$ cat src/rtl/hazard_pkg.sv
// Shared types and defaults for the pipeline hazard controller.
package hazard_pkg;

    localparam int unsigned REG_ADDR_W_DEFAULT = 5;

    typedef enum logic [1:0] {
        HZ_RUN,
        HZ_LOAD_WAIT,
        HZ_MD_BUSY,
        HZ_FLUSH2
    } hz_state_e;

    // Larger of two latencies; sizes the shared stall down-counter.
    function automatic int unsigned lat_max(input int unsigned a, input int unsigned b);
        return (a > b) ? a : b;
    endfunction

endpackage

$ cat src/rtl/hazard_control_unit_if.sv
// Decode-side hazard inputs and pipeline-register control outputs.
interface hazard_control_unit_if
    import hazard_pkg::*;
#(
    parameter int unsigned REG_ADDR_W = REG_ADDR_W_DEFAULT,
    parameter int unsigned CNT_W      = 32
);
    logic                  mem_read_ex;
    logic [REG_ADDR_W-1:0] rd_ex;
    logic [REG_ADDR_W-1:0] rs1_id;
    logic [REG_ADDR_W-1:0] rs2_id;
    logic                  rs1_used_id;
    logic                  rs2_used_id;
    logic                  muldiv_start_ex;
    logic                  pc_src;
    logic                  pc_stall;
    logic                  if_id_stall;
    logic                  id_ex_bubble;
    logic                  ex_hold;
    logic                  if_id_flush;
    logic [CNT_W-1:0]      stall_cnt;
    logic [CNT_W-1:0]      flush_cnt;

    // Pipeline side: presents decode state, consumes controls.
    modport master (
        output mem_read_ex, rd_ex, rs1_id, rs2_id, rs1_used_id, rs2_used_id,
               muldiv_start_ex, pc_src,
        input  pc_stall, if_id_stall, id_ex_bubble, ex_hold, if_id_flush,
               stall_cnt, flush_cnt
    );

    // Hazard unit side.
    modport slave (
        input  mem_read_ex, rd_ex, rs1_id, rs2_id, rs1_used_id, rs2_used_id,
               muldiv_start_ex, pc_src,
        output pc_stall, if_id_stall, id_ex_bubble, ex_hold, if_id_flush,
               stall_cnt, flush_cnt
    );

endinterface

$ cat src/rtl/hazard_control_unit_sat_counter.sv
// Event counter that sticks at its all-ones value instead of wrapping.
module sat_counter #(
    parameter int unsigned W = 32
) (
    input  logic         clk,
    input  logic         rst_n,
    input  logic         inc,
    output logic [W-1:0] q
);

    // Count on inc, hold once saturated.
    always_ff @(posedge clk or negedge rst_n) begin
        if (!rst_n) begin
            q <= '0;
        end else if (inc && (q != '1)) begin
            q <= q + W'(1);
        end
    end

endmodule

$ cat src/rtl/hazard_control_unit.sv
// Load-use / mul-div stall and branch-flush sequencer for the 5-stage core.
module hazard_control_unit
    import hazard_pkg::*;
#(
    parameter int unsigned REG_ADDR_W  = REG_ADDR_W_DEFAULT,
    parameter int unsigned LOAD_LAT    = 1,
    parameter int unsigned MULDIV_LAT  = 4,
    parameter int unsigned FLUSH_DEPTH = 1,
    parameter int unsigned CNT_W       = 32
) (
    input  logic                  clk,
    input  logic                  rst_n,
    hazard_control_unit_if.slave  hz
);

    localparam int unsigned CW = $clog2(lat_max(LOAD_LAT, MULDIV_LAT) + 1);

    hz_state_e       state, state_next;
    logic [CW-1:0]   cnt, cnt_next;
    logic            match_c;
    logic            pc_stall_c, if_id_stall_c, id_ex_bubble_c, ex_hold_c, if_id_flush_c;
    logic            flush_inc_c;

    // Load-use match between EX load destination and ID sources.
    assign match_c = hz.mem_read_ex && (hz.rd_ex != '0) &&
                     ((hz.rs1_used_id && (hz.rd_ex == hz.rs1_id)) ||
                      (hz.rs2_used_id && (hz.rd_ex == hz.rs2_id)));

    // State and stall down-counter registers.
    always_ff @(posedge clk or negedge rst_n) begin
        if (!rst_n) begin
            state <= HZ_RUN;
            cnt   <= '0;
        end else begin
            state <= state_next;
            cnt   <= cnt_next;
        end
    end

    // Next state and zero-latency controls; all forced low while in reset.
    always_comb begin
        state_next     = state;
        cnt_next       = cnt;
        pc_stall_c     = 1'b0;
        if_id_stall_c  = 1'b0;
        id_ex_bubble_c = 1'b0;
        ex_hold_c      = 1'b0;
        if_id_flush_c  = 1'b0;
        flush_inc_c    = 1'b0;
        if (rst_n) begin
            unique case (state)
                HZ_RUN: begin
                    if (hz.pc_src) begin
                        if_id_flush_c  = 1'b1;
                        id_ex_bubble_c = 1'b1;
                        flush_inc_c    = 1'b1;
                        if (FLUSH_DEPTH == 2) state_next = HZ_FLUSH2;
                    end else if (hz.muldiv_start_ex && (MULDIV_LAT > 1)) begin
                        pc_stall_c    = 1'b1;
                        if_id_stall_c = 1'b1;
                        ex_hold_c     = 1'b1;
                        cnt_next      = CW'(MULDIV_LAT - 2);
                        state_next    = HZ_MD_BUSY;
                    end else if (match_c) begin
                        pc_stall_c     = 1'b1;
                        if_id_stall_c  = 1'b1;
                        id_ex_bubble_c = 1'b1;
                        if (LOAD_LAT > 1) begin
                            cnt_next   = CW'(LOAD_LAT - 2);
                            state_next = HZ_LOAD_WAIT;
                        end
                    end
                end
                HZ_LOAD_WAIT: begin
                    if (hz.pc_src) begin
                        if_id_flush_c  = 1'b1;
                        id_ex_bubble_c = 1'b1;
                        flush_inc_c    = 1'b1;
                        cnt_next       = '0;
                        state_next     = (FLUSH_DEPTH == 2) ? HZ_FLUSH2 : HZ_RUN;
                    end else begin
                        pc_stall_c     = 1'b1;
                        if_id_stall_c  = 1'b1;
                        id_ex_bubble_c = 1'b1;
                        if (cnt == '0) state_next = HZ_RUN;
                        else           cnt_next   = cnt - CW'(1);
                    end
                end
                HZ_MD_BUSY: begin
                    if (cnt != '0) begin
                        pc_stall_c    = 1'b1;
                        if_id_stall_c = 1'b1;
                        ex_hold_c     = 1'b1;
                        cnt_next      = cnt - CW'(1);
                    end else begin
                        state_next = HZ_RUN;
                    end
                end
                HZ_FLUSH2: begin
                    if_id_flush_c = 1'b1;
                    state_next    = HZ_RUN;
                end
                default: state_next = HZ_RUN;
            endcase
        end
    end

    assign hz.pc_stall     = pc_stall_c;
    assign hz.if_id_stall  = if_id_stall_c;
    assign hz.id_ex_bubble = id_ex_bubble_c;
    assign hz.ex_hold      = ex_hold_c;
    assign hz.if_id_flush  = if_id_flush_c;

    sat_counter #(.W(CNT_W)) u_stall_cnt (
        .clk   (clk),
        .rst_n (rst_n),
        .inc   (pc_stall_c),
        .q     (hz.stall_cnt)
    );

    sat_counter #(.W(CNT_W)) u_flush_cnt (
        .clk   (clk),
        .rst_n (rst_n),
        .inc   (flush_inc_c),
        .q     (hz.flush_cnt)
    );

endmodule

$ cat src/flat_wrapper.sv
// flat-port wrapper written by rule: the top's interface ports become plain ports
module hazard_control_unit_flat import hazard_pkg::*;
#(
    parameter int unsigned REG_ADDR_W  = REG_ADDR_W_DEFAULT,
    parameter int unsigned LOAD_LAT    = 1,
    parameter int unsigned MULDIV_LAT  = 4,
    parameter int unsigned FLUSH_DEPTH = 1,
    parameter int unsigned CNT_W       = 32
)
  (clk, rst_n, hz_mem_read_ex, hz_rd_ex, hz_rs1_id, hz_rs2_id, hz_rs1_used_id, hz_rs2_used_id, hz_muldiv_start_ex, hz_pc_src, hz_pc_stall, hz_if_id_stall, hz_id_ex_bubble, hz_ex_hold, hz_if_id_flush, hz_stall_cnt, hz_flush_cnt);
  hazard_control_unit_if #(.REG_ADDR_W(REG_ADDR_W), .CNT_W(CNT_W)) hz_i ();
  input  logic clk;
  input  logic rst_n;
  input wire logic [$bits(hz_i.mem_read_ex)-1:0] hz_mem_read_ex;
  input wire logic [$bits(hz_i.rd_ex)-1:0] hz_rd_ex;
  input wire logic [$bits(hz_i.rs1_id)-1:0] hz_rs1_id;
  input wire logic [$bits(hz_i.rs2_id)-1:0] hz_rs2_id;
  input wire logic [$bits(hz_i.rs1_used_id)-1:0] hz_rs1_used_id;
  input wire logic [$bits(hz_i.rs2_used_id)-1:0] hz_rs2_used_id;
  input wire logic [$bits(hz_i.muldiv_start_ex)-1:0] hz_muldiv_start_ex;
  input wire logic [$bits(hz_i.pc_src)-1:0] hz_pc_src;
  output wire logic [$bits(hz_i.pc_stall)-1:0] hz_pc_stall;
  output wire logic [$bits(hz_i.if_id_stall)-1:0] hz_if_id_stall;
  output wire logic [$bits(hz_i.id_ex_bubble)-1:0] hz_id_ex_bubble;
  output wire logic [$bits(hz_i.ex_hold)-1:0] hz_ex_hold;
  output wire logic [$bits(hz_i.if_id_flush)-1:0] hz_if_id_flush;
  output wire logic [$bits(hz_i.stall_cnt)-1:0] hz_stall_cnt;
  output wire logic [$bits(hz_i.flush_cnt)-1:0] hz_flush_cnt;
  assign hz_i.mem_read_ex = hz_mem_read_ex;
  assign hz_i.rd_ex = hz_rd_ex;
  assign hz_i.rs1_id = hz_rs1_id;
  assign hz_i.rs2_id = hz_rs2_id;
  assign hz_i.rs1_used_id = hz_rs1_used_id;
  assign hz_i.rs2_used_id = hz_rs2_used_id;
  assign hz_i.muldiv_start_ex = hz_muldiv_start_ex;
  assign hz_i.pc_src = hz_pc_src;
  assign hz_pc_stall = hz_i.pc_stall;
  assign hz_if_id_stall = hz_i.if_id_stall;
  assign hz_id_ex_bubble = hz_i.id_ex_bubble;
  assign hz_ex_hold = hz_i.ex_hold;
  assign hz_if_id_flush = hz_i.if_id_flush;
  assign hz_stall_cnt = hz_i.stall_cnt;
  assign hz_flush_cnt = hz_i.flush_cnt;
  hazard_control_unit #(.REG_ADDR_W(REG_ADDR_W), .LOAD_LAT(LOAD_LAT), .MULDIV_LAT(MULDIV_LAT), .FLUSH_DEPTH(FLUSH_DEPTH), .CNT_W(CNT_W)) u_core (.clk(clk), .rst_n(rst_n), .hz(hz_i));
endmodule
$ cat config.mk
export PLATFORM = sky130hd
export DESIGN_NAME = hazard_control_unit_flat
export DESIGN_NICKNAME = d
export VERILOG_FILES = /design/src/rtl/hazard_pkg.sv /design/src/rtl/hazard_control_unit_if.sv /design/src/rtl/hazard_control_unit_sat_counter.sv /design/src/rtl/hazard_control_unit.sv /design/src/flat_wrapper.sv
export SDC_FILE = /design/constraint.sdc
export NUM_CORES = 1
export LEC_CHECK = 0
export CORE_UTILIZATION = 58
export CTS_BUF_LIST = sky130_fd_sc_hd__clkbuf_8
export DETAILED_ROUTE_END_ITERATION = 16
export DONT_BUFFER_PORTS = 1
export GPL_ROUTABILITY_DRIVEN = 1
export PLACE_DENSITY = 0.75
export SYNTH_ARGS = -nofsm -noshare
export SYNTH_HDL_FRONTEND = slang
export SYNTH_SLANG_ARGS = --single-unit
export TNS_END_PERCENT = 1
$ cat constraint.sdc
create_clock -name clk -period 3 [get_ports clk]
set_input_delay 0.9 -clock clk [delete_from_list [all_inputs] [get_ports clk]]
set_output_delay 0.9 -clock clk [all_outputs]
set_load 0.02 [all_outputs]
==> run metrics <==
status finished, final reports clean; library cells used by synthesis 45; routed wire length 6.58 mm; Final Skew 9.52 ps; critical path type input pin to output port; area share of the largest cell type after synthesis 49.9%; final net count 366; Seq/Total Area, Yosys 49.9%; Critical-path top delay cell or4_4; Critical Path RT 2100 ps; Wirelength per Cell 15.8 um; clk buf depth 2; GP Congestion 0.786; initial DRC count 121; H-tree depth reported by CTS 3; power per cell area 618 nW/um^2; residual DRC count 0; Yosys reg bits 68; grt ovf 0; IO Count 91; Area Overhead vs Synth 10.5%; synthesized netlist cell count 328; Post-Layout Inst Area 3770 sq um; Starting Density 61.2%; Vias 2,486; TNS Setup 0 ps; kind of end point of the critical path output port; leading area contributor after synthesis dfrtp_1; clk slew on worst S/H paths 80 ps; vias per inst 5.96; ys async rst share 100%; total iterations of the first detailed-routing run 4; # port buffers 0; fin crit period 2990 ps; top cells by area, synth dfrtp_1, xnor2_1, xor2_1, nand3_1, nand4_1; CP peak stage delay 510 ps; critical-path cell list or4_4 -> o21a_1 -> nor2b_4 -> a21oi_4 -> inv_2 -> buf_6; Setup crit start kind input pin; vias in the first global route 2,365; Syn Nets 354; Reg-to-Reg Start u_core.u_stall_cnt.q[0]; endpoints failing setup 0; Root Driver clkbuf_8; Num CTS Buffers 9; die width 78.7 um; total of max-cap violations 0; Slew @ Worst Pin 614 ps; CTS tree built; Overall Global Routing Usage 22.5%; area of the core 5570 sq um; first-pass GRT wire length 10.7 mm; Crit path max-delay family simple AND/OR/NAND/NOR gates; CTS sink cnt 68; crit path max fanout 3; Avg Cell Area, Syn 10.4 sq um; Critical path buffers and inverters 2; share of layout cells above drive strength 1 11.6%; diode count 0; mapped cell area 3410 sq um; max-slew violation count 0; Max VDD drop 327 uV; Final period util 99.7%; Leakage 1.76 nW; total of warnings raised by yosys 0; Max-slew headroom 58.5%; top cells by count, synth dfrtp_1, xnor2_1, xor2_1, nand2_1, nand3_1; worst skew pair latency 340 ps; pin count of the biggest net entering global routing 77; count leader, synth dfrtp_1; endpoints failing hold 0; number of buffers added to fix hold violations after cts 0; fill count 429; Antenna Violating Nets Remaining 0; Worst Reg-to-Reg Cells 8; unrepaired setup endpoints after global routing yes; std cell rows 27; DPL Wire Length 4.58 mm; Fmax achieved 0.334 GHz; FF-to-FF End u_core.u_stall_cnt.q[1]; hold crit path type input pin to asynchronous set/reset pin; Area after DPL 3530 sq um; Vert. Die Dim 78.7 um; Die Area 6190 sq um; reg-to-reg slack, setup 490 ps; top_reg_cell synth dfrtp_1; CP arrival 2090 ps; initial antenna violation count 0; EDFF count, synth 0
## worst max path at each step
stage                  end  cells past startpoint        start  slack (ps)
2_1_floorplan  hz_pc_stall                      7  hz_rd_ex[0]        -250
3_3_place_gp   hz_pc_stall                      6  hz_rd_ex[0]         -80
3_5_place_dp   hz_pc_stall                      6  hz_rd_ex[0]        -100
4_1_cts        hz_pc_stall                      6  hz_rd_ex[0]         -40
5_1_grt        hz_pc_stall                      6  hz_rd_ex[0]         -40
6_report       hz_pc_stall                      6  hz_rd_ex[0]           8
## metal layers
layer  wire [um]  GRT usage (%)  share of wire [%]
met1        2800           27.3                 42
met4         133           12.8                2.0
met5           0              0                  0
met3         422           7.67                6.4
met2        3230           35.0                 49
## repair_timing
item                       CTS  global route
setup buffers                1             0
resized for setup            7             0
setup endpoints to repair    2             3
pin swaps                    3             2
## state kept, by name, summed over array words and instances, names as in the netlist
register,cells
u_core.cnt,3
u_core.u_flush_cnt.q,32
u_core.u_stall_cnt.q,32
u_core.state,1
## area by class of cell
| type | count | area (sq um) | area share, % |
|---|---|---|---|
| Sequential cell | 68 | 1700 | 45.2 |
| Timing Repair Buffer | 9 | 83.8 | 2.22 |
| Tap cell | 72 | 90.1 | 2.39 |
| Inverter | 13 | 48.8 | 1.29 |
| Multi-Input combinational cell | 239 | 1640 | 43.6 |
| Clock inverter | 5 | 50.0 | 1.33 |
| Clock buffer | 11 | 151 | 4.02 |
## kinds of logic after synthesis
logic type	Yosys count	synth area share (%)
AND/OR/NAND/NOR	145	23.6
adder cells (fa/ha/maj)	4	1.47
XOR/XNOR	71	18.2
buffers and inverters	21	2.79
flip-flops	68	49.9
AO/OA/AOI/OAI	17	3.34
multiplexers	2	0.661
## cells in the final DEF (no fill, tap or decap), types with 2 or more instances in the layout
master    instances
nand2b_1          2
nor4_1           14
clkbuf_8         11
nor2_1           19
nor3_1           17
ha_1              4
inv_2             2
o21ai_0           4
nand2_1          26
and4_1            5
a21oi_1           4
buf_4             7
or4_4             2
dfrtp_1          68
and3_1            4
xor2_1           35
and3b_1           2
and2_1            2
xnor2_1          36
inv_1            11
nand4_1          18
nor4b_1           2
clkinv_2          4
mux2_2            2
nand3_1          23
## worst register-to-register path, cell delays in order, from the launching register on
cell and delay (ps):
dfrtp_1 540, ha_1 220, nand2_1 110, nor4_2 440, nand2_1 180, nor2_1 340
buf_12 210, nor2_1 80, mux2_2 280
## stage by stage
step	setup slack (ps)	utilization, %	cells	total power, mW	hold slack (ps)
floorplan	-249	-	328	1.49	511
global placement	-83.7	63.3	400	1.55	541
detailed placement	-96.8	63.3	400	1.57	558
CTS	-40.6	67.6	417	2.34	234
global route	-36.3	67.6	417	2.43	226
finish	7.96	67.6	417	2.33	244
## power breakdown
part / internal, mW / leakage [nW] / total, mW / switching [mW]
clock network: 0.423 / 0.109 / 0.760 / 0.336
logic: 0.156 / 0.754 / 0.354 / 0.197
registers: 1.01 / 0.902 / 1.21 / 0.206
Power figures use the tool's default switching activity.
==> patch, RTL diff (same flow settings) <==
`LOAD_LAT` is set to 1 in 2 places; all go to 2.
--- a/src/rtl/hazard_control_unit.sv
+++ b/src/rtl/hazard_control_unit.sv
@@ -4,5 +4,5 @@
 #(
     parameter int unsigned REG_ADDR_W  = REG_ADDR_W_DEFAULT,
-    parameter int unsigned LOAD_LAT    = 1,
+    parameter int unsigned LOAD_LAT    = 2,
     parameter int unsigned MULDIV_LAT  = 4,
     parameter int unsigned FLUSH_DEPTH = 1,
--- a/src/flat_wrapper.sv
+++ b/src/flat_wrapper.sv
@@ -3,5 +3,5 @@
 #(
     parameter int unsigned REG_ADDR_W  = REG_ADDR_W_DEFAULT,
-    parameter int unsigned LOAD_LAT    = 1,
+    parameter int unsigned LOAD_LAT    = 2,
     parameter int unsigned MULDIV_LAT  = 4,
     parameter int unsigned FLUSH_DEPTH = 1,
Function: changed (a bounded check fails within 4 cycles, from zero or initial values and one cycle with rst_n low).
==> patch against the unedited design <==
Synthesized area up 6.7%; wire length grew 3.1%; setup slack improved by 0.012 ns; sequential cell count increased by 1; design area rose by 3.3%; synthesized cell count grew 4.3%; total power increased by 7.4%.
==> patch: results (changes against the unedited design) <==
[status]
status = completed  ; unchanged

[setup_path]
slowest_stage = or4_4  ; unchanged
endpoint = hz_id_ex_bubble  ; was hz_pc_stall
startpoint = hz_rd_ex[4]  ; was hz_rd_ex[0]
r2r_start = u_core.state[0]  ; was u_core.u_stall_cnt.q[0]
crit_path_max_incr_delay_ns = 0.50
end_kind = output pin  ; unchanged
path_delay_family = simple AND/OR/NAND/NOR gates  ; unchanged
reg2reg_to = u_core.u_stall_cnt.q[1]  ; unchanged
regToRegSetupSlack_ns = 0.30  ; was 0.49 ns
ff2ff_path_depth = 7  ; was 8
cp.arrival_ns = 2.08
crit_fanout = 3  ; unchanged

[global_route]
grt.total_usage_pct = 22.3  ; was 22.5%
grt_pass1_vias = 2522  ; was 2,365
antenna_found_initial = 0  ; unchanged
grt_max_degree = 77  ; unchanged
grt_pass1_wl_um = 11100  ; was 10,700 um

[finish]
fill_cells = 484  ; was 429
final_nets = 382  ; was 366
antenna_cells = 0  ; unchanged
final_layout_size_suffix_gt1_share_pct = 10.1  ; was 11.6%
reg.largest.list = u_core.u_flush_cnt.q: 32 flops, u_core.u_stall_cnt.q: 32 flops, u_core.cnt: 3 flops  ; unchanged

[timing]
skew_ns = 0.00570  ; was 0.00952 ns
tightest_slew_ns = 0.852  ; was 0.614 ns
final.setup.worst_slack_ns = 0.0195  ; was 0.00796 ns
fin_hold_ws_ns = 0.250  ; was 0.244 ns

[route]
drt_iter0_drc = 82  ; was 121
vias_per_cell = 5.89  ; was 5.96
wl_um = 6790  ; was 6580 um
first_pass_iters = 4  ; unchanged

[place]
place_congestion = 0.793  ; was 0.786
dp_slack_ns = -0.0301  ; was -0.0968 ns
place_area_um2 = 3700  ; was 3530 um^2
hpwl_um = 4860  ; was 4580 um
portBuffers = 0  ; unchanged

[min_path]
hp-class = in -> async  ; unchanged

[synthesis]
synthArstFlopShare_pct = 100  ; unchanged
yosysSeqAreaShare_pct = 47.5  ; was 49.9%
syn_nets = 373  ; was 354
synth_cell_type_count = 49  ; was 45
synthTopCellsByArea = dfrtp_1 (47%), xnor2_1 (15%), nand3_1 (4.3%), nand4_1 (3.8%), ha_1 (3.1%)  ; was dfrtp_1 (50%), xnor2_1 (9.2%), xor2_1 (9.0%), nand3_1 (3.4%), nand4_1 (3.3%)
yosys_warnings = 0  ; unchanged
yosys-top-cells-count = dfrtp_1 (69), xnor2_1 (61), nand3_1 (31)  ; was dfrtp_1 (68), xnor2_1 (36), xor2_1 (35)

[power_and_ir_drop]
leakage_nw = 1.70  ; was 1.76 nW
peakVddDrop_mv = 0.439  ; was 0.327 mV
p_sw_share_pct = 33.7  ; was 31.8%

[clock_tree]
cts_buffers = 9  ; unchanged
clk_path_buf_depth = 2  ; unchanged
clk_pin_slew_ns = 0.07
cts_root_buf = clkbuf_8  ; unchanged
cts.htree.levels = 3  ; unchanged
clk_latency_ns = 0.34  ; about the same
post-cts-setup-buffer-count = 0  ; was 1

==> patch: stage by stage <==
| step | cells | utilization [%] |
|---|---|---|
| 3_3_place_gp | 415 | 61.7 |
| 5_1_grt | 431 | 65.0 |
| 2_1_floorplan | 342 | - |
| 4_1_cts | 431 | 64.9 |
| 3_5_place_dp | 415 | 61.7 |
| 6_report | 431 | 65.0 |
==> patch: power by group through the flow <==
stage | clock, mW | sequential, mW | combinational [mW]
2_1_floorplan | 0 | 1.20 | 0.517
3_3_place_gp | 0 | 1.23 | 0.531
3_5_place_dp | 0 | 1.24 | 0.545
4_1_cts | 0.755 | 1.22 | 0.547
5_1_grt | 0.793 | 1.24 | 0.626
6_report | 0.734 | 1.22 | 0.547
==> patch: cells by family after synthesis <==
kind of cell | after synthesis | synth area share [%]
flops | 69 | 47.5
mux | 4 | 1.20
compound gates | 25 | 5.37
buf+inv | 22 | 3.61
simple gates | 142 | 22.2
xor+xnor | 71 | 17.1
fa+ha+maj | 9 | 3.10
==> patch: timing repair <==
item                       in CTS  in global routing
pin swaps                       3                  1
setup endpoints to repair       1                  3
gates resized for setup         1                  1
==> patch: area by class of cell <==
cell class | instances | area (um^2) | share of cell area, %
multi-input combinational | 251 | 1780 | 45.8
sequential | 69 | 1730 | 44.3
clock buffer | 10 | 138 | 3.53
tap | 75 | 93.8 | 2.41
clock inverter | 6 | 55.1 | 1.41
inverter | 14 | 52.6 | 1.35
timing repair buffer | 6 | 45.0 | 1.16
==> patch: layer usage <==
layer	up-vias	global-route usage (%)	wire [um]	part of all wire, %
met4	0	9.64	83	1.2
met5	-	0	0	0
met1	1228	25.3	2960	44
li1	1217	-	-	-
met3	8	7.87	453	6.7
met2	87	37.8	3290	48
